$ cat src/rtl/fusion_pkg.sv
// fusion_pkg: shared types and constants for the Fusion Unit controller.
// Mode encodings, FSM states and datapath widths.
package fusion_pkg;

    localparam int NUM_BB       = 16;
    localparam int SUM_W        = 20;
    localparam int SHIFT_CODE_W = 3;

    typedef enum logic [1:0] {
        MODE_8X8 = 2'b00,
        MODE_4X4 = 2'b01,
        MODE_2X2 = 2'b10,
        MODE_ILL = 2'b11
    } mode_e;

    typedef enum logic [1:0] {
        IDLE,
        RUN,
        DRAIN,
        DONE
    } state_e;

endpackage

$ cat src/rtl/fusion_pack.sv
// fusion_pack: expands packed operands into per-bitbrick 2-bit slices,
// shift codes and row/column sign flags. Purely combinational.
module fusion_pack
    import fusion_pkg::*;
(
    input  mode_e       mode,
    input  logic        sgn,
    input  logic [31:0] in_x,
    input  logic [31:0] in_y,
    output logic [31:0] pe_x,
    output logic [31:0] pe_y,
    output logic [47:0] signal,
    output logic [3:0]  sign_x,
    output logic [3:0]  sign_y
);

    // Per brick: pick digit j of the x element and digit l of the y element.
    always_comb begin
        pe_x   = '0;
        pe_y   = '0;
        signal = '0;
        sign_x = '0;
        sign_y = '0;
        for (int i = 0; i < NUM_BB; i++) begin : g_bb
            int r, c, j, l, e, dmax;
            logic [4:0] xb, yb;
            r    = i / 4;
            c    = i % 4;
            j    = 0;
            l    = 0;
            e    = 0;
            dmax = 0;
            case (mode)
                MODE_8X8: begin
                    j    = r;
                    l    = c;
                    e    = 0;
                    dmax = 3;
                end
                MODE_4X4: begin
                    j    = r % 2;
                    l    = c % 2;
                    e    = 2 * (r / 2) + (c / 2);
                    dmax = 1;
                end
                MODE_2X2: begin
                    j    = 0;
                    l    = 0;
                    e    = i;
                    dmax = 0;
                end
                default: begin
                    j    = 0;
                    l    = 0;
                    e    = 0;
                    dmax = -1;
                end
            endcase
            xb = 5'(e * 2 * (dmax + 1) + 2 * j);
            yb = 5'(e * 2 * (dmax + 1) + 2 * l);
            if (dmax >= 0) begin
                pe_x[2*i +: 2]   = in_x[xb +: 2];
                pe_y[2*i +: 2]   = in_y[yb +: 2];
                signal[3*i +: 3] = SHIFT_CODE_W'(j + l);
                if (j == dmax) sign_x[r] = sgn;
                if (l == dmax) sign_y[c] = sgn;
            end
        end
    end

endmodule

$ cat src/rtl/fusion_ctrl.sv
// fusion_ctrl: job sequencer for one Fusion Unit PE with accumulation loop.
// Optional FUSION_CTRL_PERF_EN adds busy/stall performance counters.
module fusion_ctrl
    import fusion_pkg::*;
#(
    parameter int LEN_W = 8
) (
    input  logic             clk,
    input  logic             reset,
    input  logic             start,
    input  logic [1:0]       cfg_mode,
    input  logic             cfg_signed,
    input  logic [LEN_W-1:0] cfg_len,
    output logic             busy,
    input  logic             in_valid,
    output logic             in_ready,
    input  logic [31:0]      in_x,
    input  logic [31:0]      in_y,
    output logic [31:0]      pe_x,
    output logic [31:0]      pe_y,
    output logic [47:0]      pe_signal,
    output logic [3:0]       pe_sign_x,
    output logic [3:0]       pe_sign_y,
    output logic [SUM_W-1:0] pe_prev_sum,
    input  logic [SUM_W-1:0] pe_sum,
    output logic             out_valid,
    input  logic             out_ready,
    output logic [SUM_W-1:0] out_result
`ifdef FUSION_CTRL_PERF_EN
    ,
    output logic [31:0]      perf_busy_cnt,
    output logic [31:0]      perf_stall_cnt
`endif
);

    state_e             state_q, state_d;
    mode_e              mode_q, mode_d;
    logic               sgn_q, sgn_d;
    logic [LEN_W-1:0]   len_q, len_d;
    logic [LEN_W-1:0]   cnt_q, cnt_d;
    logic               v1_q, v1_d;
    logic               v2_q;
    logic [SUM_W-1:0]   acc_q, acc_d;
    logic [31:0]        px_q, px_d, py_q, py_d;
    logic [47:0]        sig_q, sig_d;
    logic [3:0]         sx_q, sx_d, sy_q, sy_d;

    logic [31:0]        pk_x, pk_y;
    logic [47:0]        pk_sig;
    logic [3:0]         pk_sx, pk_sy;

    fusion_pack u_pack (
        .mode   (mode_q),
        .sgn    (sgn_q),
        .in_x   (in_x),
        .in_y   (in_y),
        .pe_x   (pk_x),
        .pe_y   (pk_y),
        .signal (pk_sig),
        .sign_x (pk_sx),
        .sign_y (pk_sy)
    );

    assign busy        = (state_q != IDLE);
    assign in_ready    = (state_q == RUN);
    assign out_valid   = (state_q == DONE);
    assign out_result  = acc_q;
    assign pe_prev_sum = acc_q;
    assign pe_x        = px_q;
    assign pe_y        = py_q;
    assign pe_signal   = sig_q;
    assign pe_sign_x   = sx_q;
    assign pe_sign_y   = sy_q;

    // Next state, job latching, beat capture and accumulation.
    always_comb begin
        state_d = state_q;
        mode_d  = mode_q;
        sgn_d   = sgn_q;
        len_d   = len_q;
        cnt_d   = cnt_q;
        v1_d    = 1'b0;
        acc_d   = acc_q;
        px_d    = px_q;
        py_d    = py_q;
        sig_d   = sig_q;
        sx_d    = sx_q;
        sy_d    = sy_q;
        if (v2_q) acc_d = pe_sum;
        case (state_q)
            IDLE: begin
                if (start && cfg_mode != MODE_ILL
                    && cfg_len != '0) begin
                    mode_d  = mode_e'(cfg_mode);
                    sgn_d   = cfg_signed;
                    len_d   = cfg_len;
                    cnt_d   = '0;
                    acc_d   = '0;
                    state_d = RUN;
                end
            end
            RUN: begin
                if (in_valid) begin
                    v1_d  = 1'b1;
                    px_d  = pk_x;
                    py_d  = pk_y;
                    sig_d = pk_sig;
                    sx_d  = pk_sx;
                    sy_d  = pk_sy;
                    cnt_d = cnt_q + LEN_W'(1);
                    if (cnt_q == len_q - LEN_W'(1))
                        state_d = DRAIN;
                end
            end
            DRAIN: begin
                if (v2_q && !v1_q) state_d = DONE;
            end
            DONE: begin
                if (out_ready) state_d = IDLE;
            end
            default: state_d = IDLE;
        endcase
    end

    // State and pipeline registers; reset drops in-flight beats.
    always_ff @(posedge clk or posedge reset) begin
        if (reset) begin
            state_q <= IDLE;
            mode_q  <= MODE_8X8;
            sgn_q   <= 1'b0;
            len_q   <= '0;
            cnt_q   <= '0;
            v1_q    <= 1'b0;
            v2_q    <= 1'b0;
            acc_q   <= '0;
            px_q    <= '0;
            py_q    <= '0;
            sig_q   <= '0;
            sx_q    <= '0;
            sy_q    <= '0;
        end else begin
            state_q <= state_d;
            mode_q  <= mode_d;
            sgn_q   <= sgn_d;
            len_q   <= len_d;
            cnt_q   <= cnt_d;
            v1_q    <= v1_d;
            v2_q    <= v1_q;
            acc_q   <= acc_d;
            px_q    <= px_d;
            py_q    <= py_d;
            sig_q   <= sig_d;
            sx_q    <= sx_d;
            sy_q    <= sy_d;
        end
    end

`ifdef FUSION_CTRL_PERF_EN
    logic [31:0] bcnt_q, bcnt_d, scnt_q, scnt_d;

    assign perf_busy_cnt  = bcnt_q;
    assign perf_stall_cnt = scnt_q;

    // Busy cycles, plus input starvation in RUN and output backpressure in DONE.
    always_comb begin
        bcnt_d = bcnt_q;
        scnt_d = scnt_q;
        if (busy) bcnt_d = bcnt_q + 32'd1;
        if ((state_q == RUN && !in_valid)
            || (state_q == DONE && !out_ready))
            scnt_d = scnt_q + 32'd1;
    end

    // Counters wrap and clear only on reset.
    always_ff @(posedge clk or posedge reset) begin
        if (reset) begin
            bcnt_q <= '0;
            scnt_q <= '0;
        end else begin
            bcnt_q <= bcnt_d;
            scnt_q <= scnt_d;
        end
    end
`endif

endmodule

$ cat config.mk
export PLATFORM = sky130hd
export DESIGN_NAME = fusion_ctrl
export DESIGN_NICKNAME = d
export VERILOG_FILES = /design/src/rtl/fusion_pkg.sv /design/src/rtl/fusion_pack.sv /design/src/rtl/fusion_ctrl.sv
export SDC_FILE = /design/constraint.sdc
export NUM_CORES = 1
export LEC_CHECK = 0
export CORE_MARGIN = 10
export CORE_UTILIZATION = 40
export CTS_BUF_LIST = sky130_fd_sc_hd__clkbuf_2
export CTS_CLUSTER_DIAMETER = 150
export DETAILED_ROUTE_END_ITERATION = 16
export GPL_TIMING_DRIVEN = 1
export PLACE_DENSITY = 0.8
export REMOVE_ABC_BUFFERS = 1
export SYNTH_ARGS = -nofsm -noshare
export SYNTH_HDL_FRONTEND = slang
export SYNTH_SLANG_ARGS = --single-unit
$ cat constraint.sdc
create_clock -name clk -period 4 [get_ports clk]
set_input_delay 0.8 -clock clk [delete_from_list [all_inputs] [get_ports clk]]
set_output_delay 0.8 -clock clk [all_outputs]
set_load 0.01 [all_outputs]
==> impl_metrics.tcl <==
set metrics [dict create \
    drt-initial-drc-count 941 \
    hold_viol 0 \
    via_count 8834 \
    die_area_um2 31900 \
    num_rows 57 \
    layout_commonest_cell "clkdlybuf4s50_1" \
    grt_pass1_vias 8832 \
    clkTransAtPathRegs_ns 0.19 \
    num_io_pins 263 \
    synth.cell_area_um2 10000 \
    synthArstFlopShare_pct 100 \
    clock-sinks 114 \
    drive_gt1_share_pct 16.6 \
    firstDrtPassIters 5 \
    finalWeightedCongestion 0.907 \
    fin_ws_ns 0.372 \
    setup_violations 0 \
    die_h_um 178 \
    postRouteWirelength_mm 34.2 \
    ctsResizeCount 0 \
    timing.fmax_mhz 276 \
    avgViaCountPerCell 6.06 \
    place_ws_ns 0.426 \
    initial_core_util_pct 40.9 \
    fill_cells 2199 \
    leakagePower_uw 0.00512 \
    ant_nets 0 \
    max_slew.worst_pin.slew_ns 0.847 \
    hold_depth 0 \
    post-route-period-util_pct 90.7 \
    drc 0 \
    cts_tree "yes" \
    die_x_um 178 \
    setup-tns-final_ns 0 \
    dp_cells 1425 \
    critPathRequiredTime_ns 4.62 \
    layout_common_cells "clkdlybuf4s50_1 (240), dfrtp_1 (114), mux2i_1 (108)" \
    clock_latency_ns 0.72 \
    slew_headroom_pct 43.5 \
    grt_pass1_wl_mm 51.2 \
    cts_max_level 4 \
    maxCapViolations 0 \
    finalMaxSlewViolations 0 \
    io_buffers 240 \
    rsz0062_at_grt "false" \
    cts_made_buffers 17 \
    path_max_fanout 42 \
    hold_buffers 0 \
    syn_area_per_cell_um2 10.5 \
    syn_inst 954 \
    finalClockSkew_ns 0.0280 \
    status "complete, no violations" \
    cts_setup_buffers 0 \
    rr_worst_depth 11 \
    synth-seq-cells 114 \
    grt_usage_pct 20.5 \
    final_nets 1241 \
    synth_edf_count 0 \
    cts_root_buf "clkbuf_2" \
    fin_crit_ns 3.63 \
    grt_max_degree 77 \
    power_density_nw_per_um2 831 \
    stdcell_count 1458 \
    yosys_warnings 0 \
    cp-start-kind "register" \
    overflow 0 \
    wl_per_cell_um 23.5 \
    synth_top_flop_cell "dfrtp_1" \
    antenna_found_initial 1 \
    yosysUniqueCellTypes 69 \
    cp-end-kind "register" \
    area_delta_synth_final_pct 25.1 \
    min_path_type "register to register" \
    critPathKind "register to register" \
    critPathArrivalTime_ns 4.25 \
    cts_max_path_buffers 2 \
    ys_seq_area_share_pct 28.4 \
    peakVddDrop_mv 0.469 \
    core_um2 24500 \
    hpwl_mm 24.6 \
]
final timing paths:
kind,from,slack [ns],endpoint
min in group asynchronous,reset,0.55,pe_y[2]
setup reg to reg,mode_q[1],0.37,pe_y[26]
hold reg to reg,v1_q,0.39,v2_q
hold / removal,v1_q,0.39,v2_q
setup / recovery,mode_q[1],0.37,pe_y[26]
max in group asynchronous,reset,2.62,out_result[4]
power by group:
| group | internal [uW] | switching, uW | total [uW] |
|---|---|---|---|
| registers | 1620 | 398 | 2020 |
| logic | 3820 | 3750 | 7570 |
| clock network | 351 | 507 | 858 |
| total | 5800 | 4650 | 10400 |
state kept, by name, indices dropped and copies added, names as in the netlist, 3 cells and up:
register / flops
cnt_q: 8
pe_sign_y: 3
out_result: 20
pe_x: 32
len_q: 8
pe_signal: 4
pe_y: 32
metrics by stage:
stage	utilization (%)	instance area, um^2	hold WS, ns	total power [uW]
detailed placement	50.2	12300	0.363	9570
finish	51.2	12600	0.391	10400
floorplan	-	9240	0.346	6820
CTS	51.2	12600	0.409	10500
global route	51.2	12600	0.395	11100
global placement	50.2	12300	0.358	9410
per-layer routing:
metal / GRT usage (%) / share of wire [%] / vias to the layer above
met3: 5.67 / 11 / 93
li1: - / - / 3831
met5: 0 / 0 / -
met4: 7.99 / 3.3 / 0
met2: 32.9 / 47 / 605
met1: 25.8 / 39 / 4305
critical path: stages, from the launching register on:
cell	delay, ns
dfrtp_1	0.42
inv_1	0.25
ha_2	0.51
buf_4	0.49
nor2b_2	0.33
xnor2_4	0.13
buf_4	0.30
mux2i_1	0.24
nand2_1	0.11
a221oi_2	0.32
a21oi_1	0.07
a221o_1	0.34
synth_stat cells, types with 3 or more instances:
master	number	area share (%)
dfrtp_1	114	28
mux2i_1	108	11
mux4_2	87	20
nand2_1	79	3.0
buf_4	75	5.6
nor2_1	58	2.2
o21ai_0	47	2.3
clkbuf_1	37	1.4
a21oi_1	36	1.8
a22o_1	36	3.1
a211oi_1	29	2.2
buf_2	23	1.1
ha_1	21	2.6
inv_1	21	0.78
xnor2_1	19	1.7
mux2_2	18	2.0
and3_1	16	1.0
xor2_1	14	1.2
nand3_1	13	0.65
and2_1	8	0.50
nand2b_1	6	0.37
nor3_1	6	0.30
buf_1	5	0.19
a221o_1	4	0.40
a22oi_1	4	0.30
o22a_1	4	0.35
a32o_1	3	0.30
and2b_1	3	0.22
buf_6	3	0.34
mux4_1	3	0.78
nor2b_1	3	0.19
o221ai_1	3	0.26
o22ai_1	3	0.19
logic make-up after synthesis:
kind of cell,synth area share (%)
buffers and inverters,9.73
DFF,28.4
xor gates and xnor gates,3.31
muxes,33.1
AOI/OAI and AO/OA,13.4
adders and majority gates,2.62
and+or+nand+nor,9.43
other,0.0373
layout make-up:
| class | instances | area (um^2) | area share, % |
|---|---|---|---|
| multi-input combinational | 693 | 6310 | 50.3 |
| inverter | 24 | 95.1 | 0.757 |
| sequential | 114 | 2850 | 22.7 |
| clock inverter | 11 | 138 | 1.10 |
| timing repair buffer | 270 | 2650 | 21.1 |
| tap | 324 | 405 | 3.23 |
| antenna | 1 | 2.50 | 0.0199 |
| clock buffer | 21 | 105 | 0.836 |
No activity file was read; power rests on OpenSTA's default activity.
